`config.mk`:
```
export PLATFORM = sky130hd
export DESIGN_NAME = multicycle_ctrl
export DESIGN_NICKNAME = d
export VERILOG_FILES = /design/src/rtl/multicycle_ctrl.sv
export SDC_FILE = /design/constraint.sdc
export NUM_CORES = 1
export LEC_CHECK = 0
export ABC_AREA = 0
export CORE_MARGIN = 3
export CORE_UTILIZATION = 53
export DETAILED_ROUTE_END_ITERATION = 16
export PLACE_DENSITY = 0.88
export SETUP_SLACK_MARGIN = 0.1
export SYNTH_ARGS = -nofsm -noshare
export SYNTH_HDL_FRONTEND = slang
export SYNTH_SLANG_ARGS = --single-unit
```
`constraint.sdc`:
```
create_clock -name clk -period 4.35 [get_ports clk]
set_input_delay 0.87 -clock clk [delete_from_list [all_inputs] [get_ports clk]]
set_output_delay 0.87 -clock clk [all_outputs]
set_load 0.01 [all_outputs]
```
`src/rtl/multicycle_ctrl.sv`:
```
// Main control FSM for the multicycle RV32I core: fetch/decode/execute/memory/writeback over one memory port.
// Optional macro MULTICYCLE_CTRL_AUIPC_EN adds AUIPC (op 0010111); without it that opcode traps as illegal.
module multicycle_ctrl #(
  parameter int MEM_TIMEOUT  = 16,
  parameter int ILLEGAL_HALT = 0
) (
  input  logic       clk,
  input  logic       reset,
  input  logic [6:0] op,
  input  logic       mem_ready,
  output logic       mem_req,
  output logic       mem_write,
  output logic       adr_src,
  output logic       ir_write,
  output logic       pc_update,
  output logic       branch,
  output logic       reg_write,
  output logic [1:0] result_src,
  output logic [1:0] alu_src_a,
  output logic [1:0] alu_src_b,
  output logic [1:0] alu_op,
  output logic [2:0] imm_src,
  output logic       illegal_instr,
  output logic       bus_err
);

  localparam int CW = (MEM_TIMEOUT > 1) ? $clog2(MEM_TIMEOUT) : 1;
  localparam logic [CW-1:0] WAIT_MAX = CW'((MEM_TIMEOUT > 0) ? (MEM_TIMEOUT - 1) : 0);
  localparam logic [CW-1:0] CNT_ONE  = CW'(1);

  localparam logic [6:0] OP_LOAD  = 7'b0000011;
  localparam logic [6:0] OP_STORE = 7'b0100011;
  localparam logic [6:0] OP_RTYPE = 7'b0110011;
  localparam logic [6:0] OP_ITYPE = 7'b0010011;
  localparam logic [6:0] OP_BRNCH = 7'b1100011;
  localparam logic [6:0] OP_JAL   = 7'b1101111;
  localparam logic [6:0] OP_JALR  = 7'b1100111;
  localparam logic [6:0] OP_LUI   = 7'b0110111;
  localparam logic [6:0] OP_AUIPC = 7'b0010111;

  typedef enum logic [4:0] {
    S_FETCH, S_DECODE, S_MEMADR, S_MEMREAD, S_MEMWB, S_MEMWRITE, S_EXECR, S_EXECI,
    S_ALUWB, S_BEQ, S_JAL, S_JALR, S_JALRWB, S_LUI, S_AUIPC, S_ILLEGAL, S_HALT
  } state_t;

  typedef struct packed {
    logic       mem_req;
    logic       mem_write;
    logic       adr_src;
    logic       pc_update;
    logic       branch;
    logic       reg_write;
    logic [1:0] result_src;
    logic [1:0] alu_src_a;
    logic [1:0] alu_src_b;
    logic [1:0] alu_op;
    logic       illegal_instr;
  } ctrl_t;

  function automatic ctrl_t ctrl_of(input state_t s);
    ctrl_t c;
    c = '0;
    case (s)
      S_FETCH:    begin c.mem_req = 1'b1; c.alu_src_b = 2'b10; c.result_src = 2'b10; end
      S_DECODE:   begin c.alu_src_a = 2'b01; c.alu_src_b = 2'b01; end
      S_MEMADR:   begin c.alu_src_a = 2'b10; c.alu_src_b = 2'b01; end
      S_MEMREAD:  begin c.mem_req = 1'b1; c.adr_src = 1'b1; end
      S_MEMWB:    begin c.result_src = 2'b01; c.reg_write = 1'b1; end
      S_MEMWRITE: begin c.mem_req = 1'b1; c.mem_write = 1'b1; c.adr_src = 1'b1; end
      S_EXECR:    begin c.alu_src_a = 2'b10; c.alu_op = 2'b10; end
      S_EXECI:    begin c.alu_src_a = 2'b10; c.alu_src_b = 2'b01; c.alu_op = 2'b10; end
      S_ALUWB:    begin c.result_src = 2'b00; c.reg_write = 1'b1; end
      S_BEQ:      begin c.alu_src_a = 2'b10; c.alu_op = 2'b01; c.branch = 1'b1; end
      S_JAL:      begin c.alu_src_a = 2'b01; c.alu_src_b = 2'b10; c.pc_update = 1'b1; end
      S_JALR:     begin c.alu_src_a = 2'b10; c.alu_src_b = 2'b01; c.result_src = 2'b10; c.pc_update = 1'b1; end
      S_JALRWB:   begin c.alu_src_a = 2'b01; c.alu_src_b = 2'b10; c.result_src = 2'b10; c.reg_write = 1'b1; end
      S_LUI:      begin c.result_src = 2'b11; c.reg_write = 1'b1; end
      S_AUIPC:    begin c.alu_src_a = 2'b01; c.alu_src_b = 2'b01; end
      S_ILLEGAL:  begin c.illegal_instr = 1'b1; end
      S_HALT:     begin c.illegal_instr = 1'b1; end
      default:    begin c = '0; end
    endcase
    return c;
  endfunction

  state_t          state_r;
  state_t          next_state_s;
  ctrl_t           ctrl_r;
  logic [CW-1:0]   wait_cnt_r;
  logic            req_state_s;
  logic            timeout_s;
  logic            fetch_done_s;

  assign req_state_s  = (state_r == S_FETCH) || (state_r == S_MEMREAD) || (state_r == S_MEMWRITE);
  assign timeout_s    = (MEM_TIMEOUT != 0) && req_state_s && !mem_ready && (wait_cnt_r == WAIT_MAX);
  assign fetch_done_s = (state_r == S_FETCH) && mem_ready;

  // Next-state selection; a timed-out access abandons the instruction and refetches
  always_comb begin
    next_state_s = state_r;
    case (state_r)
      S_FETCH:    if (mem_ready) next_state_s = S_DECODE; else next_state_s = S_FETCH;
      S_DECODE: begin
        case (op)
          OP_LOAD, OP_STORE: next_state_s = S_MEMADR;
          OP_RTYPE:          next_state_s = S_EXECR;
          OP_ITYPE:          next_state_s = S_EXECI;
          OP_BRNCH:          next_state_s = S_BEQ;
          OP_JAL:            next_state_s = S_JAL;
          OP_JALR:           next_state_s = S_JALR;
          OP_LUI:            next_state_s = S_LUI;
`ifdef MULTICYCLE_CTRL_AUIPC_EN
          OP_AUIPC:          next_state_s = S_AUIPC;
`endif
          default:           next_state_s = S_ILLEGAL;
        endcase
      end
      S_MEMADR:   if (op == OP_LOAD) next_state_s = S_MEMREAD; else next_state_s = S_MEMWRITE;
      S_MEMREAD: begin
        if (mem_ready)      next_state_s = S_MEMWB;
        else if (timeout_s) next_state_s = S_FETCH;
        else                next_state_s = S_MEMREAD;
      end
      S_MEMWRITE: if (mem_ready || timeout_s) next_state_s = S_FETCH; else next_state_s = S_MEMWRITE;
      S_EXECR, S_EXECI, S_JAL, S_AUIPC: next_state_s = S_ALUWB;
      S_JALR:     next_state_s = S_JALRWB;
      S_ILLEGAL:  if (ILLEGAL_HALT != 0) next_state_s = S_HALT; else next_state_s = S_FETCH;
      S_HALT:     next_state_s = S_HALT;
      default:    next_state_s = S_FETCH;
    endcase
  end

  // State, decoded control word and memory wait counter
  always_ff @(posedge clk) begin
    if (reset) begin
      state_r    <= S_FETCH;
      ctrl_r     <= ctrl_of(S_FETCH);
      wait_cnt_r <= '0;
    end else begin
      state_r <= next_state_s;
      ctrl_r  <= ctrl_of(next_state_s);
      if (req_state_s && !mem_ready && !timeout_s) begin
        wait_cnt_r <= wait_cnt_r + CNT_ONE;
      end else begin
        wait_cnt_r <= '0;
      end
    end
  end

  // Drive outputs from the registered control word; handshake strobes depend on this cycle's mem_ready
  always_comb begin
    if (reset) begin
      mem_req       = 1'b0;
      mem_write     = 1'b0;
      adr_src       = 1'b0;
      ir_write      = 1'b0;
      pc_update     = 1'b0;
      branch        = 1'b0;
      reg_write     = 1'b0;
      result_src    = 2'b00;
      alu_src_a     = 2'b00;
      alu_src_b     = 2'b00;
      alu_op        = 2'b00;
      illegal_instr = 1'b0;
      bus_err       = 1'b0;
    end else begin
      mem_req       = ctrl_r.mem_req;
      mem_write     = ctrl_r.mem_write;
      adr_src       = ctrl_r.adr_src;
      ir_write      = fetch_done_s;
      pc_update     = ctrl_r.pc_update | fetch_done_s;
      branch        = ctrl_r.branch;
      reg_write     = ctrl_r.reg_write;
      result_src    = ctrl_r.result_src;
      alu_src_a     = ctrl_r.alu_src_a;
      alu_src_b     = ctrl_r.alu_src_b;
      alu_op        = ctrl_r.alu_op;
      illegal_instr = ctrl_r.illegal_instr;
      bus_err       = timeout_s;
    end
  end

  // Immediate format follows the opcode in every state
  always_comb begin
    case (op)
      OP_STORE: imm_src = 3'b001;
      OP_BRNCH: imm_src = 3'b010;
      OP_JAL:   imm_src = 3'b011;
      OP_LUI:   imm_src = 3'b100;
`ifdef MULTICYCLE_CTRL_AUIPC_EN
      OP_AUIPC: imm_src = 3'b100;
`endif
      default:  imm_src = 3'b000;
    endcase
  end

endmodule

```
# Word-level counts from Yosys, hierarchy flattened

Cells that the tools add are included.
Widths: inputs -> output; s select.

Add/subtract/negate cells: 1
$mul: 0
Div/mod/pow operators: 0
$lt $le $gt $ge: 0
Equality and inequality tests: 35
Shifts and indexed selects: 0
Multiplexer cells: 32
Bitwise operators: 2
Reduce and logical (&&, ||, !) cells: 25

Operators with widths:

| operator            | number |
|---|---|
| $eq 5x4->1 const B  | 11 |
| $pmux 5 s8          | 1 |
| $eq 5x3->1 const B  | 7 |
| $pmux 4 s7          | 1 |
| $eq 7x6->1 const B  | 3 |
| $eq 7x7->1 const B  | 3 |
| $eq 5x2->1 const B  | 4 |
| $mux 1              | 17 |
| $pmux 2 s2          | 3 |
| $pmux 3 s4          | 1 |
| $reduce_or 2->1     | 6 |
| $reduce_or 4->1     | 3 |
| $eq 5x1->1 const B  | 2 |
| $eq 5x5->1 const B  | 2 |
| $logic_not 5->1     | 2 |
| $mux 2              | 5 |
| $reduce_or 5->1     | 2 |
| $mux 3              | 3 |
| $reduce_or 3->1     | 3 |
| $eq 7x2->1 const B  | 1 |
| $eq 7x5->1 const B  | 1 |
| $pmux 2 s3          | 1 |
| $add 4x1->4 const B | 1 |
| $eq 4x4->1 const B  | 1 |
| other kinds (5)     | 11 |

Flip-flop bits (word level): 24
Bits in latches: 0
Memory bits (writable): 0
ROM bits: 0
Input port bits: 10
Output and inout port bits: 20
Logic and storage cells: 108
Memories kept: 0

# Logic depth before layout (Yosys ltp)

Gate-level depths: netlist (run 1).

Depth after elaboration: 11
Depth in mapped cells: 8
Mapped depth without buffers: 8

# Worst setup path before layout (run 1)

OpenSTA, ideal clock, no wires.

Path kind: input -> output
From: input reset
To: output alu_op[0]
Arrival: 1.731 ns
Required time: 3.480 ns
Path slack: 1.749 ns
Cell stages on the path: 4
Buffers on the path: 3
Cell sequence: clkbuf_1 > clkbuf_1 > nor2b_1 > buf_4

Word-level cells in the longest chain between the ends: 1

RTL lines:

| what               | RTL line | RTL |
|---|---|---|
| start: declaration | 8        | `input logic reset,` |
| $mux 2             | 152      | `if (reset) begin` |
| end: declaration   | 21       | `output logic [1:0] alu_op,` |

Every way passes these cells.

# Final worst setup path (run 1)

From: input mem_ready
To: output bus_err

Word-level cells in the longest chain between the ends: 4

RTL lines:

| what                            | RTL line | RTL |
|---|---|---|
| start: declaration              | 10       | `input logic mem_ready,` |
| $logic_not 1->1                 | 95       | `assign timeout_s = (MEM_TIMEOUT != 0) && req_state_s && !mem_ready && (wait_cnt_r == WAIT_MAX);` |
| $logic_and 1x1->1 (2 in series) | 95       |  |
| $mux 1                          | 152      |  |
| end: declaration                | 24       | `output logic bus_err` |

Every way passes these cells.

==> summary.txt, run 1 <==
Run status
  – Status: finished clean

Routing
  – DRC violations left: 0
  – Post-detailed-routing wire length: 3.04 mm
  – Via/cell ratio: approximately 5.8
  – DRT antenna net count: 0
  – Initial DRC Count: 40
  – WL per Instance: 14.0 microns
  – Router iterations before antenna repair: 4
  – Via count: 1,262

Die
  – Starting Density: 57.7%
  – Rows: 17
  – Horiz. Die Dim: 56 microns
  – Die height: 56 microns
  – Core Footprint: 2300 sq um
  – IO Pins: 30
  – DIE AREA: 3140 sq um

Final layout
  – Antenna Diode Count: 0
  – Area Overhead vs Synth: 24.6%
  – Share of layout cells above drive strength 1: under 10%
  – Commonest non-fill, non-tap cell in the layout: clkdlybuf4s50_1
  – Net count reported at finish: slightly above 200
  – Most frequent cells in the layout: clkdlybuf4s50_1 (29), dfxtp_1 (23), nor2_1 (19)
  – Final std cells w/o fill: 218

STA
  – Final Max Slew Viols: 0
  – Skew final: 0.00288 ns
  – Endpoints failing setup: 0
  – Slew headroom: roughly two thirds
  – Setup TNS Final: 0 ns
  – RSZ-0062 raised after global routing: false
  – Period minus WS final: 3.65 ns
  – Maximum clock rate: roughly 270 MHz
  – Fin crit share: 84.0%
  – Final hold violation count: 0
  – Worst-Margin Slew: between 0.4 and 0.5 ns

Global routing
  – Met3 usage: 3.94%
  – Number of global-route vias before repair: 1,135
  – Largest net degree at the start of global routing: 29
  – First-pass GRT wire length: 5.06 mm
  – GRT Util Overall: 19.8%
  – Met2 Usage GRT: about a third
  – GRT busiest layer: met2
  – Final global-route overflow total: 0
  – Met1 global-route usage: 25.0%
  – Initial antenna violation count: 0

Worst setup path
  – Maximum fanout along the worst path: 8
  – Worst EP required: ~3.5 ns
  – CP Class: in2out
  – Worst Path Arrival: 2.78 ns
  – CP startpoint kind: input port
  – CP endpoint kind: output port

Clocking
  – H-tree depth: 1
  – Worst-path clk slew: 0.12 ns
  – Clock latency on the worst-skew pair: roughly 0.32 ns
  – CTS sink count: 23
  – CTS buffer count: 3
  – CTS tree: built
  – Post_cts resized: 0
  – CTS Hold Bufs: 0
  – CTS root buf: clkbuf_4
  – Clock Tree Buf Depth: 2
  – Post-CTS Setup Repair Bufs: 0

Logic synthesis
  – Synth Net Count: 174
  – Area leader, netlist: dfxtp_1
  – Async SR Flop Fraction: 0%
  – Post-synthesis sequential area ratio: about a third
  – Yosys reg bits: 23
  – EDFF count, synth: 0
  – Syn Area/Cell: 8.13 sq um
  – Prevailing post-synth register cell: dfxtp_1
  – Synth top area cells: dfxtp_1 (35%), nor2b_1 (8.5%), nor2_1 (5.4%)
  – Post-Syn Area: 1330 sq um
  – Yosys warns: 0
  – Post-synth top area share: 34.7%
  – Post-synthesis cell count: 163
  – Count of different cell masters after synthesis: 45

Placement
  – Gpl congestion: about 0.9
  – Post-DP HPWL: approximately 2.3 mm
  – Placed insts: roughly 210
  – Port bufs: 29

Pwr
  – Power per cell area: approximately 570 nW/um^2
  – Worst vdd ir: 0.426 mV
  – Total chip power: 0.942 mW
  – Pleak: 0.586 nW

Hold path
  – Worst hold path type: reg2reg

Job
  – Max-cap viol count: 0
## through the flow
| stage | instance area, sq um | worst slack, ns | util [%] | hold WS, ns |
|---|---|---|---|---|
| 4_1_cts | 1650 | 0.700 | 71.8 | 0.457 |
| 2_1_floorplan | 1330 | 1.75 | - | 0.418 |
| 6_report | 1650 | 0.695 | 71.8 | 0.455 |
| 3_3_place_gp | 1620 | 0.735 | 70.7 | 0.428 |
| 5_1_grt | 1650 | 0.569 | 71.8 | 0.486 |
| 3_5_place_dp | 1620 | 0.707 | 70.7 | 0.437 |
## layout make-up
type	instances	area [sq um]
Clock buffer	4	26.3
Fill cell	176	647
Inverter	3	11.3
Multi-Input combinational cell	130	820
Sequential cell	23	460
Tap cell	28	35.0
Timing Repair Buffer	30	298
## synth_stat cells, types with 2 or more instances
master,count
clkbuf_1,3
o21ai_1,4
nand2_1,11
or3_1,2
and3_1,4
xor2_1,2
nor2_2,2
nor2b_1,18
nor4b_1,2
nand3_1,12
inv_1,3
o21ai_0,3
nand2b_1,5
nor2_1,19
nor3_1,3
buf_2,3
a21oi_1,13
nand3b_1,3
nor3b_1,3
dfxtp_1,23
## critical path, cell delays in order
cell             delay (ns)
clkdlybuf4s50_1        0.52
nor3_1                 0.25
or3b_2                 0.49
nor2_1                 0.11
clkdlybuf4s50_1        0.54
## final timing paths
kind / startpoint / to / slack, ns / cells after the start
max: mem_ready / bus_err / 0.70 / 5
min: wait_cnt_r[0]$_SDFF_PP0_ / wait_cnt_r[0]$_SDFF_PP0_ / 0.46 / 1
max reg2reg: wait_cnt_r[0]$_SDFF_PP0_ / ctrl_r[8]$_SDFF_PP1_ / 2.07 / 8
min reg2reg: wait_cnt_r[0]$_SDFF_PP0_ / wait_cnt_r[0]$_SDFF_PP0_ / 0.46 / 1
## routing by layer
metal	up-vias	wire length (microns)
li1	627	-
met2	46	1490
met4	0	44
met3	8	161
met1	581	1350
met5	-	0
## flip-flops by register name, indices dropped and copies added, names as in the netlist
register    flops
state_r         5
ctrl_r         14
wait_cnt_r      4
## cell families (layout without fill, tap and decap cells)
logic type / Yosys count / in the layout / share of synthesized area [%]
xor gates and xnor gates: 3 / 3 / 1.98
and+or+nand+nor: 94 / 94 / 40.5
DFF: 23 / 23 / 34.7
AOI/OAI and AO/OA: 32 / 32 / 18.4
buffers and inverters: 10 / 37 / 3.40
adders and majority gates: 1 / 1 / 0.944
## power breakdown
| part | internal, mW | switching (mW) | total [mW] |
|---|---|---|---|
| sequential | 0.266 | 0.0492 | 0.315 |
| combinational | 0.234 | 0.294 | 0.527 |
| clock | 0.0360 | 0.0632 | 0.0992 |
| total | 0.536 | 0.406 | 0.942 |
Power figures use the tool's default switching activity.
==> run 2: changes to the inputs <==
Settings changed: CORE_ASPECT_RATIO from default to 0.5, CORE_UTILIZATION 53 to 49, PLACE_DENSITY 0.88 to 0.82.
Clock period 4.35 ns to 3.45 ns, I/O delays scaled along.
==> run 2 against run 1 <==
  * Core utilization is 0.88 points lower
  * Critical path depth stayed put
  * First-iteration DRC count grew to 2.5 times the previous value
  * Setup slack worse by 0.40 ns
  * Largest power group unchanged
==> summary.txt, run 2 (same netlist as run 1, synthesis figures left out) <==
Run status
  – Status: finished clean

STA
  – RSZ-0062 raised after global routing: false
  – Endpoints failing setup: 0 (unchanged)
  – Final hold violation count: 0 (unchanged)
  – Final Max Slew Viols: 0 (unchanged)
  – Period minus WS final: 3.15 ns
  – Setup TNS Final: 0 ns (unchanged)
  – Fin crit share: 91.3%
  – Final Worst Setup Slack: 0.299 ns (-0.396 ns)
  – Maximum clock rate: 317 MHz
  – Slew headroom: 64.2% (-3.2 points)
  – Skew final: 0.00348 ns (+0.000604 ns)
  – Worst-Margin Slew: 0.533 ns (+0.0454 ns)

Worst setup path
  – Critical path origin: mem_ready
  – Worst r2r src: wait_cnt_r[0]$_SDFF_PP0_
  – Worst EP required: 2.76 ns (-0.72 ns)
  – Maximum fanout along the worst path: 3 (-5)
  – Worst Path Arrival: 2.46 ns (-0.32 ns)
  – CP startpoint kind: input port
  – CP endpoint kind: output port
  – CP Class: in2out

Die
  – IO Pins: 30 (unchanged)
  – Rows: 12 (-5)
  – DIE AREA: 3400 sq um (+8.5%)
  – Core Footprint: 2390 sq um (+3.9%)
  – Horiz. Die Dim: 79.5 microns (+42%)
  – Starting Density: 55.5% (-2.2 points)
  – Die height: 42.8 microns (-24%)

Final layout
  – Share of layout cells above drive strength 1: 10.4% (+1.5 points)
  – Fin util: 71.0% (-0.88 points)
  – Final Cell Area: 1690 sq um (+2.7%)
  – Number of flip-flops in the largest register: 14 (unchanged)
  – Most flops, register: ctrl_r
  – Most frequent cells in the layout: clkdlybuf4s50_1 (29), dfxtp_1 (23), nor2_1 (19)
  – Top Registers: ctrl_r: 14 flops, state_r: 5 flops, wait_cnt_r: 4 flops
  – Commonest non-fill, non-tap cell in the layout: clkdlybuf4s50_1
  – Final std cells w/o fill: 227 (+4.1%)
  – Area Overhead vs Synth: 27.9%
  – Net count reported at finish: 204 (+0.99%)
  – Antenna Diode Count: 0 (unchanged)

Global routing
  – GRT Util Overall: 18.4% (-1.4 points)
  – First-pass GRT wire length: 4.82 mm (-4.8%)
  – Largest net degree at the start of global routing: 29 (unchanged)
  – Final global-route overflow total: 0 (unchanged)
  – Initial antenna violation count: 0 (unchanged)
  – Number of global-route vias before repair: 1,047 (-7.8%)

Clocking
  – CTS buffer count: 3 (unchanged)
  – Clock Tree Buf Depth: 2 (unchanged)
  – Worst-path clk slew: 0.07 ns (-0.05 ns)
  – Post-CTS Setup Repair Bufs: 0 (unchanged)
  – H-tree depth: 1 (unchanged)
  – Clock latency on the worst-skew pair: 0.26 ns (-0.06 ns)
  – CTS Hold Bufs: 0 (unchanged)
  – CTS sink count: 23 (unchanged)
  – CTS root buf: clkbuf_8
  – Post_cts resized: 0 (unchanged)
  – CTS tree: built

Pwr
  – Power per cell area: 728 nW/um^2 (+28%)
  – Worst vdd ir: 0.325 mV (-24%)
  – Pleak: 0.605 nW (+3.4%)

Routing
  – WL per Instance: 12.4 microns (-11%)
  – DRT antenna net count: 0 (unchanged)
  – Router iterations before antenna repair: 4 (unchanged)
  – DRC violations left: 0 (unchanged)
  – Via count: 1,230 (-2.5%)
  – Post-detailed-routing wire length: 2.82 mm (-7.5%)
  – Via/cell ratio: 5.42 (-6.4%)
  – Initial DRC Count: 100 (+150%)

Placement
  – DP Area: 1650 sq um (+1.5%)
  – Port bufs: 29 (unchanged)
  – Dpl ws: 0.284 ns (-0.422 ns)
  – Post-DP HPWL: 2.17 mm (-6.0%)
  – Gpl congestion: 0.869 (-5.0%)
  – Placed insts: 223 (+4.2%)

Hold path
  – Worst hold path type: reg2reg
  – Hold Crit Start: wait_cnt_r[0]$_SDFF_PP0_

Job
  – Max-cap viol count: 0 (unchanged)
-- run 2: changes by cell type in the layout (fill, tap and decap cells not counted) --
cell      change
clkbuf_1      -1
clkbuf_4      -3
clkbuf_8      +3
buf_4         +2
clkinv_2      +1
-- run 2: layout make-up --
class / instances / area (sq um)
clock buffer: 3 / 41.3
clock inverter: 1 / 5.00
fill: 205 / 693
inverter: 3 / 11.3
multi-input combinational: 130 / 820
sequential: 23 / 460
tap: 35 / 43.8
timing repair buffer: 32 / 313
-- run 2: report_power, final --
| part | internal (mW) | total [mW] | switching [mW] |
|---|---|---|---|
| Sequential | 0.336 | 0.397 | 0.0615 |
| Combinational | 0.302 | 0.674 | 0.372 |
| Clock | 0.0805 | 0.162 | 0.0812 |
| Total | 0.719 | 1.23 | 0.515 |
-- run 2: worst max-delay path: stages --
cell             delay [ns]
clkdlybuf4s50_1        0.42
nor3_1                 0.21
or3b_2                 0.49
nor2_1                 0.11
clkdlybuf4s50_1        0.54
-- run 2: per-stage QoR --
| stage | power, mW | hold slack (ns) |
|---|---|---|
| 3_5_place_dp | 1.07 | 0.466 |
| 2_1_floorplan | 0.890 | 0.418 |
| 3_3_place_gp | 1.06 | 0.430 |
| 6_report | 1.23 | 0.470 |
| 5_1_grt | 1.33 | 0.521 |
| 4_1_cts | 1.24 | 0.482 |
-- run 2: path summary, 6_finish.rpt --
check	end	slack, ns	depth (start not counted)
max	bus_err	0.30	5
min	wait_cnt_r[0]$_SDFF_PP0_	0.47	1
max reg2reg	ctrl_r[8]$_SDFF_PP1_	1.09	8
min reg2reg	wait_cnt_r[0]$_SDFF_PP0_	0.47	1
-- run 2: layer usage --
layer,global-route usage (%),share of wire (%),vias to the layer above
li1,-,-,637
met1,26.5,50,546
met2,25.2,42,43
met3,4.66,7.0,4
met4,8.22,1.6,0
met5,0,0,-
